===== src/rtl/carry_pkg.sv =====
// Shared definitions for explicit-carry arithmetic blocks.
// Contents:
//    CARRY_CHUNK_DEFAULT  default number of bits per carry-chain slice
//    seg_ctl_t            per-segment control pair (valid, carry)
//    carry_cell()         one carry-chain bit: select s, fabric input di, carry in ci
//                         returns {co, o} with co = s ? ci : di, o = s ^ ci
package carry_pkg;

   localparam int CARRY_CHUNK_DEFAULT = 4;

   typedef struct packed {
      logic v;
      logic c;
   } seg_ctl_t;

   // One bit of a mux-based carry chain. With s = a ^ b and di = a the carry
   // either propagates (s=1) or is generated/killed by a (s=0).
   function automatic logic [1:0] carry_cell(input logic ci, input logic di, input logic s);
      return {(s ? ci : di), (s ^ ci)};
   endfunction

endpackage


===== src/rtl/carry_chunk.sv =====
// Combinational CHUNK-bit adder segment built as a ripple of carry cells so it
// maps onto one hardware carry-chain slice.
// Ports:
//    ci        carry into bit 0
//    a, b      segment operands (b already inverted for subtraction)
//    sum       segment sum bits
//    co        carry out of the top bit
//    c_msb_in  carry into the top bit (used for signed overflow)
module carry_chunk
   import carry_pkg::*;
#(
   parameter int CHUNK = CARRY_CHUNK_DEFAULT
) (
   input  logic             ci,
   input  logic [CHUNK-1:0] a,
   input  logic [CHUNK-1:0] b,
   output logic [CHUNK-1:0] sum,
   output logic             co,
   output logic             c_msb_in
);

   logic [CHUNK:0] carry;

   // Ripple through the chain: carry[i] enters bit i, carry[CHUNK] leaves the slice.
   always_comb begin
      carry    = '0;
      sum      = '0;
      carry[0] = ci;
      for (int i = 0; i < CHUNK; i++) begin
         {carry[i+1], sum[i]} = carry_cell(carry[i], a[i], a[i] ^ b[i]);
      end
      co       = carry[CHUNK];
      c_msb_in = carry[CHUNK-1];
   end

endmodule


===== src/rtl/pipelined_carry_adder.sv =====
// Segmented, pipelined WIDTH-bit adder/subtractor. Each CHUNK-bit segment is
// summed by its own carry_chunk; the segment carry-out is registered and used
// by the next segment one cycle later. Operand bits not yet summed travel
// down the pipe as skew registers. The last stage is the output register.
// Ports:
//    clk, rst_n             clock, asynchronous active-low reset
//    in_valid/in_ready      input handshake; in_a, in_b, in_sub, in_cin sampled on accept
//    out_valid/out_ready    output handshake; out_sum, out_cout, out_ovf held while stalled
module pipelined_carry_adder
   import carry_pkg::*;
#(
   parameter int WIDTH = 32,
   parameter int CHUNK = CARRY_CHUNK_DEFAULT
) (
   input  logic             clk,
   input  logic             rst_n,
   input  logic             in_valid,
   output logic             in_ready,
   input  logic [WIDTH-1:0] in_a,
   input  logic [WIDTH-1:0] in_b,
   input  logic             in_sub,
   input  logic             in_cin,
   output logic             out_valid,
   input  logic             out_ready,
   output logic [WIDTH-1:0] out_sum,
   output logic             out_cout,
   output logic             out_ovf
);

   localparam int STAGES = WIDTH / CHUNK;

   if ((WIDTH % CHUNK) != 0 || WIDTH < CHUNK) begin : g_bad_width
      $error("pipelined_carry_adder: WIDTH must be a non-zero multiple of CHUNK");
   end

   logic [WIDTH-1:0]  b_eff;
   logic              cin_eff;
   logic [STAGES-1:0] v_q;
   logic [STAGES-1:0] adv;

   // Subtraction is A + ~B + 1, so inverting B and flipping the carry-in covers both.
   assign b_eff   = in_sub ? ~in_b : in_b;
   assign cin_eff = in_cin ^ in_sub;

   for (genvar k = 0; k < STAGES; k++) begin : g_stage
      logic [CHUNK-1:0] seg_a;
      logic [CHUNK-1:0] seg_b;
      logic [CHUNK-1:0] seg_sum;
      logic             seg_ci;
      logic             seg_co;
      logic             seg_cmsb;
      logic             src_v;
      logic [WIDTH-1:0] src_sum;
      logic [WIDTH-1:0] sum_d;
      logic [WIDTH-1:0] sum_r;
      logic             v_r;
      logic             c_r;

      assign v_q[k] = v_r;

      // Unrolled form of adv[k] = !v[k] || adv[k+1]: a stage may move if the
      // output drains or any stage from here to the output holds a bubble.
      assign adv[k] = out_ready || !(&v_q[STAGES-1:k]);

      // Segment k's operands come straight from the input beat for stage 0,
      // otherwise from the low chunk of the previous stage's skew registers.
      if (k == 0) begin : g_src
         assign seg_a   = in_a[CHUNK-1:0];
         assign seg_b   = b_eff[CHUNK-1:0];
         assign seg_ci  = cin_eff;
         assign src_v   = in_valid;
         assign src_sum = '0;
      end else begin : g_src
         assign seg_a   = g_stage[k-1].g_skew.skew_a[CHUNK-1:0];
         assign seg_b   = g_stage[k-1].g_skew.skew_b[CHUNK-1:0];
         assign seg_ci  = g_stage[k-1].c_r;
         assign src_v   = g_stage[k-1].v_r;
         assign src_sum = g_stage[k-1].sum_r;
      end

      carry_chunk #(
         .CHUNK(CHUNK)
      ) u_chunk (
         .ci       (seg_ci),
         .a        (seg_a),
         .b        (seg_b),
         .sum      (seg_sum),
         .co       (seg_co),
         .c_msb_in (seg_cmsb)
      );

      always_comb begin
         sum_d                     = src_sum;
         sum_d[k*CHUNK +: CHUNK]   = seg_sum;
      end

      // Stage register: loads only when it may advance and a real beat arrives,
      // so a stalled output keeps its value and bubbles leave data untouched.
      always_ff @(posedge clk or negedge rst_n) begin
         if (!rst_n) begin
            v_r   <= 1'b0;
            c_r   <= 1'b0;
            sum_r <= '0;
         end else if (adv[k]) begin
            v_r <= src_v;
            if (src_v) begin
               c_r   <= seg_co;
               sum_r <= sum_d;
            end
         end
      end

      // Operand bits for segments k+1 .. STAGES-1, next segment in the low chunk.
      if (k < STAGES-1) begin : g_skew
         localparam int SW = (STAGES-1-k) * CHUNK;
         logic [SW-1:0] skew_a;
         logic [SW-1:0] skew_b;
         logic [SW-1:0] skew_a_d;
         logic [SW-1:0] skew_b_d;

         if (k == 0) begin : g_first
            assign skew_a_d = in_a[WIDTH-1:CHUNK];
            assign skew_b_d = b_eff[WIDTH-1:CHUNK];
         end else begin : g_next
            assign skew_a_d = g_stage[k-1].g_skew.skew_a[SW+CHUNK-1:CHUNK];
            assign skew_b_d = g_stage[k-1].g_skew.skew_b[SW+CHUNK-1:CHUNK];
         end

         always_ff @(posedge clk or negedge rst_n) begin
            if (!rst_n) begin
               skew_a <= '0;
               skew_b <= '0;
            end else if (adv[k] && src_v) begin
               skew_a <= skew_a_d;
               skew_b <= skew_b_d;
            end
         end
      end

      // Only the top segment's carry-into-MSB matters: it feeds signed overflow.
      if (k == STAGES-1) begin : g_last
         logic ovf_r;

         always_ff @(posedge clk or negedge rst_n) begin
            if (!rst_n) begin
               ovf_r <= 1'b0;
            end else if (adv[k] && src_v) begin
               ovf_r <= seg_cmsb ^ seg_co;
            end
         end
      end else begin : g_mid
         logic cmsb_unused;
         assign cmsb_unused = seg_cmsb;
      end
   end

   assign in_ready  = adv[0];
   assign out_valid = v_q[STAGES-1];
   assign out_sum   = g_stage[STAGES-1].sum_r;
   assign out_cout  = g_stage[STAGES-1].c_r;
   assign out_ovf   = g_stage[STAGES-1].g_last.ovf_r;

endmodule


===== config.mk =====
export PLATFORM = sky130hd
export DESIGN_NAME = pipelined_carry_adder
export DESIGN_NICKNAME = d
export VERILOG_FILES = /design/src/rtl/carry_pkg.sv /design/src/rtl/carry_chunk.sv /design/src/rtl/pipelined_carry_adder.sv
export SDC_FILE = /design/constraint.sdc
export NUM_CORES = 1
export LEC_CHECK = 0
export ABC_AREA = 1
export BUFFER_PORTS_ARGS = -buffer_cell sky130_fd_sc_hd__buf_2
export CORE_AREA = 2 2 214 216
export DETAILED_ROUTE_END_ITERATION = 10
export DIE_AREA = 0 0 216 218
export MAX_ROUTING_LAYER = met4
export PLACE_DENSITY_LB_ADDON = 0.25
export SYNTH_ARGS = -nofsm -noshare
export SYNTH_HDL_FRONTEND = slang
export SYNTH_SLANG_ARGS = --single-unit

===== constraint.sdc =====
create_clock -name clk -period 1.9 [get_ports clk]
set_input_delay 0 -clock clk [delete_from_list [all_inputs] [get_ports clk]]
set_output_delay 0 -clock clk [all_outputs]
set_load 0.01 [all_outputs]

; ---- Word level (Yosys, flattened, before mapping)
; Index checks and enable logic that the tools add are counted.
[word_totals]
regBits = 385
latchBits = 0
mem_bits_rw = 0
mem_bits_ro = 0
in_bits = 70
out_inout_bits = 36
wordCells = 178
memories = 0
[classes]
addsub = 0
multipliers = 0
n_div = 0
magnitude_cmp = 0
eq_ne = 0
n_shift = 0
mux = 33
bitwise = 67
n_reduce_logical = 39
[ops]
columns = cell, n
row1 = 1-bit bitwise XOR, 66
row2 = 1-bit two-way mux, 32
row3 = 32-bit two-way mux, 1
row4 = 32-bit NOT, 1
row5 = 2-bit AND reduction, 9
row6 = 1-bit logical AND, 8
row7 = 1-bit zero test, 8
row8 = 1-bit logical OR, 8
row9 = 8-bit AND reduction, 1
row10 = 7-bit AND reduction, 1
row11 = 6-bit AND reduction, 1
row12 = 5-bit AND reduction, 1
row13 = 4-bit AND reduction, 1
row14 = 3-bit AND reduction, 1

; ---- Longest topological paths before layout
[logic_depth]
word_depth = 7
depth_mapped = 14
depth_no_buf = 13

; ---- Modules after synthesis
; From an unflattened synthesis, not the netlist that was laid out.
[hier_totals]
hier_cells = 1963
area_unflattened_um2 = 16694.8
[by_module_without_submodules]
columns = mod, instances, cells_each, area_each_um2, seq_area_each_um2
row1 = pipelined_carry_adder, 1, 1707, 15373.5, 9634.2
row2 = carry_chunk, 8, 32, 165.2, 0.0

; ---- Worst setup path before layout
; Ideal clock, no wire load.
[synth_path]
path_type = reg2reg
start = register g_stage[6].g_skew.skew_a[0]
end = register g_stage[7].sum_r[31] (netlist: out_sum[31])
setup_ns = 0.083
arrival_ns = 1.709
t_required_ns = 1.817
path_slack_ns = 0.108
path_stages_with_launch = 9
path_buffers = 0
synth_period_minus_slack_ns = 1.792
cell_sequence = dfrtp_1 -> or2_2 -> o21ai_0 -> nand2_1 -> o21ai_0 -> nand2_1 -> o21ai_0 -> fa_1 -> o21ai_0
[synth_between]
elab_chain_len = 5
[synth_rtl]
columns = element, line_no
row1 = start: declaration, pipelined_carry_adder.sv:116  ; logic [SW-1:0] skew_a;
row2 = start signal: assignment, pipelined_carry_adder.sv:134  ; skew_a <= skew_a_d;
row3 = 1-bit bitwise XOR, carry_chunk.sv:30  ; {carry[i+1], sum[i]} = carry_cell(carry[i], a[i], a[i] ^ b[i]);
row4 = 1-bit two-way mux * (3 in series), carry_pkg.sv:19  ; return {(s ? ci : di), (s ^ ci)};
row5 = 1-bit bitwise XOR *, carry_pkg.sv:19
row6 = end signal: assignment, pipelined_carry_adder.sv:108  ; sum_r <= sum_d;
row7 = end: declaration, pipelined_carry_adder.sv:55  ; logic [WIDTH-1:0] sum_r;
; Mark *: on every way between the ends. The rest lies on a longest branch, timed or not.
; A chain may end at the register's enable or synchronous reset.

; ---- Worst setup path after layout
[layout_path]
start = register g_stage[7].v_r (netlist: out_valid)
end = output in_ready
[layout_between]
elab_chain_len = 3
[layout_rtl]
columns = element, line_no
row1 = start: declaration, pipelined_carry_adder.sv:56  ; logic v_r;
row2 = start signal: assignment, pipelined_carry_adder.sv:105  ; v_r <= src_v;
row3 = 8-bit AND reduction, pipelined_carry_adder.sv:63  ; assign adv[k] = out_ready || !(&v_q[STAGES-1:k]);
row4 = 1-bit zero test, pipelined_carry_adder.sv:63
row5 = 1-bit logical OR, pipelined_carry_adder.sv:63
row6 = end: declaration, pipelined_carry_adder.sv:18  ; output logic in_ready,
; Every way passes these cells.

==> impl_metrics.yaml <==
pwr:
  netSwitchingFraction_pct: 33.4
  p_seq_share_pct: 44.9
  p_clk_share_pct: 28.0
  p_sw_w: 0.00971
  p_int_w: 0.0194
  combPwrFrac_pct: 27.1
  p_per_area_nw_per_um2: 1530
  p_leak_nw: 9.40
  vdd_ir_drop_max_v: 0.000638
yosys:
  synth_top_area_share_pct: 62.3
  ys_warn_count: 0
  ys_types: 29
  ys.flop_type: "dfrtp_1"
  synth-edff-count: 0
  syn_area_um2: 15500
  ys_seq_elements: 385
  synth_top_area_cell: "dfrtp_1"
  synthArstFlopShare_pct: 100
  synth.most_common_cell: "nand2_1"
  avgSynthCellArea_um2: 9.28
  synth.area.top_cells: "dfrtp_1 62%, nand2_1 15%, o21ai_0 7.4%, inv_1 3.4%, xnor2_1 2.2%"
  synth_common_cells: "639 x nand2_1, 385 x dfrtp_1, 230 x o21ai_0, 140 x inv_1, 38 x xnor2_1"
  synth_nets: 1745
  ys_seq_area_share_pct: 62.3
  synthCells: 1667
timing:
  finalSetupTns_ns: 0
  fmax_ghz: 0.557
  max_slew_margin_pct: 63.2
  rsz0062_at_grt: "no"
  hold_violations: 0
  finalCriticalPeriod_ns: 1.79
  min_period_over_period_pct: 94.4
  worstMarginPinSlew_ns: 0.552
  maxSlewViolCount: 0
  setup_viol: 0
  finClkSkew_ns: 0.0173
  fin_ws_ns: 0.106
setup_path:
  worst-path-buf-inv: 1
  worstReg2RegStart: "out_valid"
  arrival_ns: 1.79
  ff2ff_setup_slack_ns: 0.11
  critPathTopFamily: "simple AND/OR/NAND/NOR gates"
  critPathLaunchType: "flop"
  worstRegToRegCells: 11
  endpoint_kind: "output port"
  worstSetupPathType: "reg -> out"
  cp_slowest_stage_delay_ns: 0.38
  r2r_end: "g_stage[2].g_skew.skew_b[6]"
  worstPathRequired_ns: 1.90
  cpMostUsedCell: "nor2_4"
  critPathMaxFanout: 4
  cp_cell_sequence: "nand2_2 > nor2_4 > nand2_4 > nor2_4 > nand2_4 > nor2_4 > nand3_1 > buf_4"
  slowest_stage: "dfrtp_1"
placement:
  post-dp-hpwl_mm: 22.4
  placed_cells: 2331
  numPortBuffers: 105
  gp_congestion: 0.789
  pre_cts_slack_ns: -0.0152
  place_area_um2: 16800
cts:
  numClockSinks: 385
  cts_buffer_depth: 3
  cts_max_level: 2
  cts_tree: "done"
  insertion_delay_ns: 0.54
  cts_buffers: 42
  clkTransAtPathRegs_ns: 0.06
  cts_root_buf: "clkbuf_16"
layout:
  final_cell_area_um2: 19000
  stdcell_count: 2480
  n_fill_cell: 4446
  multi_input_area_um2: 4970
  syn_to_final_growth_pct: 22.9
  final_core_util_pct: 42.4
  antenna_cells: 0
  fin_nets: 1930
  seq_area_um2: 9630
  layout-drive-gt1-share_pct: 14.3
floorplanning:
  boundaryPins: 106
  num_rows: 78
  die_h_um: 218
  fp.dieArea_um2: 47100
  core_um2: 44900
  initial_core_util_pct: 34.5
  die_width_um: 216
worst_hold_path:
  hold_path.class: "in -> async"
global_routing:
  grt_overflow: 0
  grt_max_degree: 70
  antenna_found_initial: 0
  grt_pass1_vias: 10500
  track_usage_pct: 14.8
  grt_pass1_wl_mm: 55.1
status:
  status: "finished, final reports clean"
route:
  post_drt_via_cell_ratio: 4.35
  first_pass_iters: 5
  vias: 10800
  ant_nets: 0
  drt-total-wl_mm: 33.2
  drc: 0
  initialDrtViolationCount: 542
  routedWlPerCell_um: 13.4
run:
  max_cap_viol_count: 0
state kept, by name, summed over array words and instances (netlist names):
| register | cells |
|---|---|
| g_stage.c_r | 7 |
| g_stage.g_skew.skew_a | 112 |
| g_stage.g_skew.skew_b | 112 |
| g_stage.sum_r | 112 |
| g_stage.v_r | 7 |
| out_cout | 1 |
| out_ovf | 1 |
| out_sum | 32 |
| out_valid | 1 |
logic make-up after synthesis:
group	Yosys count	share of synthesized area [%]
AO/OA/AOI/OAI	292	9.80
flip-flops	385	62.3
AND/OR/NAND/NOR	702	17.7
XOR/XNOR	55	3.11
adder cells (fa/ha/maj)	8	0.986
buffers and inverters	225	6.10
worst register-to-register path, stage by stage (launching register included):
cell and delay, ns:
dfrtp_1 0.38, nand2_2 0.09, nor2_4 0.14, nand2_4 0.08
nor2_4 0.14, nand2_4 0.08, nor2_4 0.12, buf_4 0.12
nor2_4 0.04, inv_2 0.06, buf_12 0.24, o21ai_0 0.17
power groups by stage:
| stage | logic (W) | registers (W) | clock network [W] |
|---|---|---|---|
| 6_report | 0.00787 | 0.0131 | 0.00814 |
| 5_1_grt | 0.00919 | 0.0134 | 0.00870 |
| 4_1_cts | 0.00784 | 0.0131 | 0.00838 |
| 3_5_place_dp | 0.00766 | 0.0132 | 0 |
| 3_3_place_gp | 0.00746 | 0.0131 | 0 |
| 2_1_floorplan | 0.00533 | 0.0127 | 0 |
routing by layer:
layer / track usage (%) / share of wire, % / vias up
met5: - / 0 / -
met4: 4.79 / 2.2 / 0
met3: 2.33 / 3.3 / 53
met2: 22.3 / 45 / 164
met1: 20.5 / 50 / 4983
li1: - / - / 5583
placed cells by master (no fill, tap or decap), types with 14 or more instances in the layout:
master,instances
nor2_1,21
a31oi_1,14
dfrtp_1,385
o21ai_2,19
xor2_1,17
clkbuf_16,43
inv_1,140
or2_2,15
xnor2_1,38
nand2_1,634
o21ai_1,47
o21ai_0,209
buf_2,103
buf_4,30
dlygate4sd3_1,73
final cells by class:
cell class,count,share of cell area [%]
well taps,600,3.95
clock inverters,9,0.651
inverters,147,2.94
flip-flops and latches,385,50.7
multi-input cells,1057,26.1
clock buffers,63,6.68
repair buffers,219,8.99
metrics by stage:
| step | hold slack [ns] | total power (W) |
|---|---|---|
| final | 0.0150 | 0.0291 |
| after global routing | 0.0475 | 0.0313 |
| after CTS | 0.0131 | 0.0293 |
| after detailed placement | 0.00775 | 0.0209 |
| after global placement | 0.0126 | 0.0206 |
| after floorplan | -0.296 | 0.0181 |
worst max-delay path by stage:
| stage | cells past startpoint | start | end | slack, ns |
|---|---|---|---|---|
| floorplan | 8 | g_stage[6].g_skew.skew_a[0] | out_sum[31] | 0.11 |
| global placement | 8 | g_stage[6].g_skew.skew_a[0] | out_sum[31] | 0.05 |
| detailed placement | 8 | g_stage[6].g_skew.skew_a[0] | out_sum[31] | -0.02 |
| CTS | 8 | out_valid | in_ready | 0.01 |
| global route | 12 | out_valid | g_stage[2].c_r | 0.0007 |
| finish | 8 | out_valid | in_ready | 0.11 |
what timing repair did:
item	CTS	global route
endpoints found under the hold margin	452	0
setup buffers	0	4
pin swaps	0	13
hold buffers	74	0
setup endpoints to repair	1	71
resized for setup	1	46
Power figures use the tool's default switching activity.
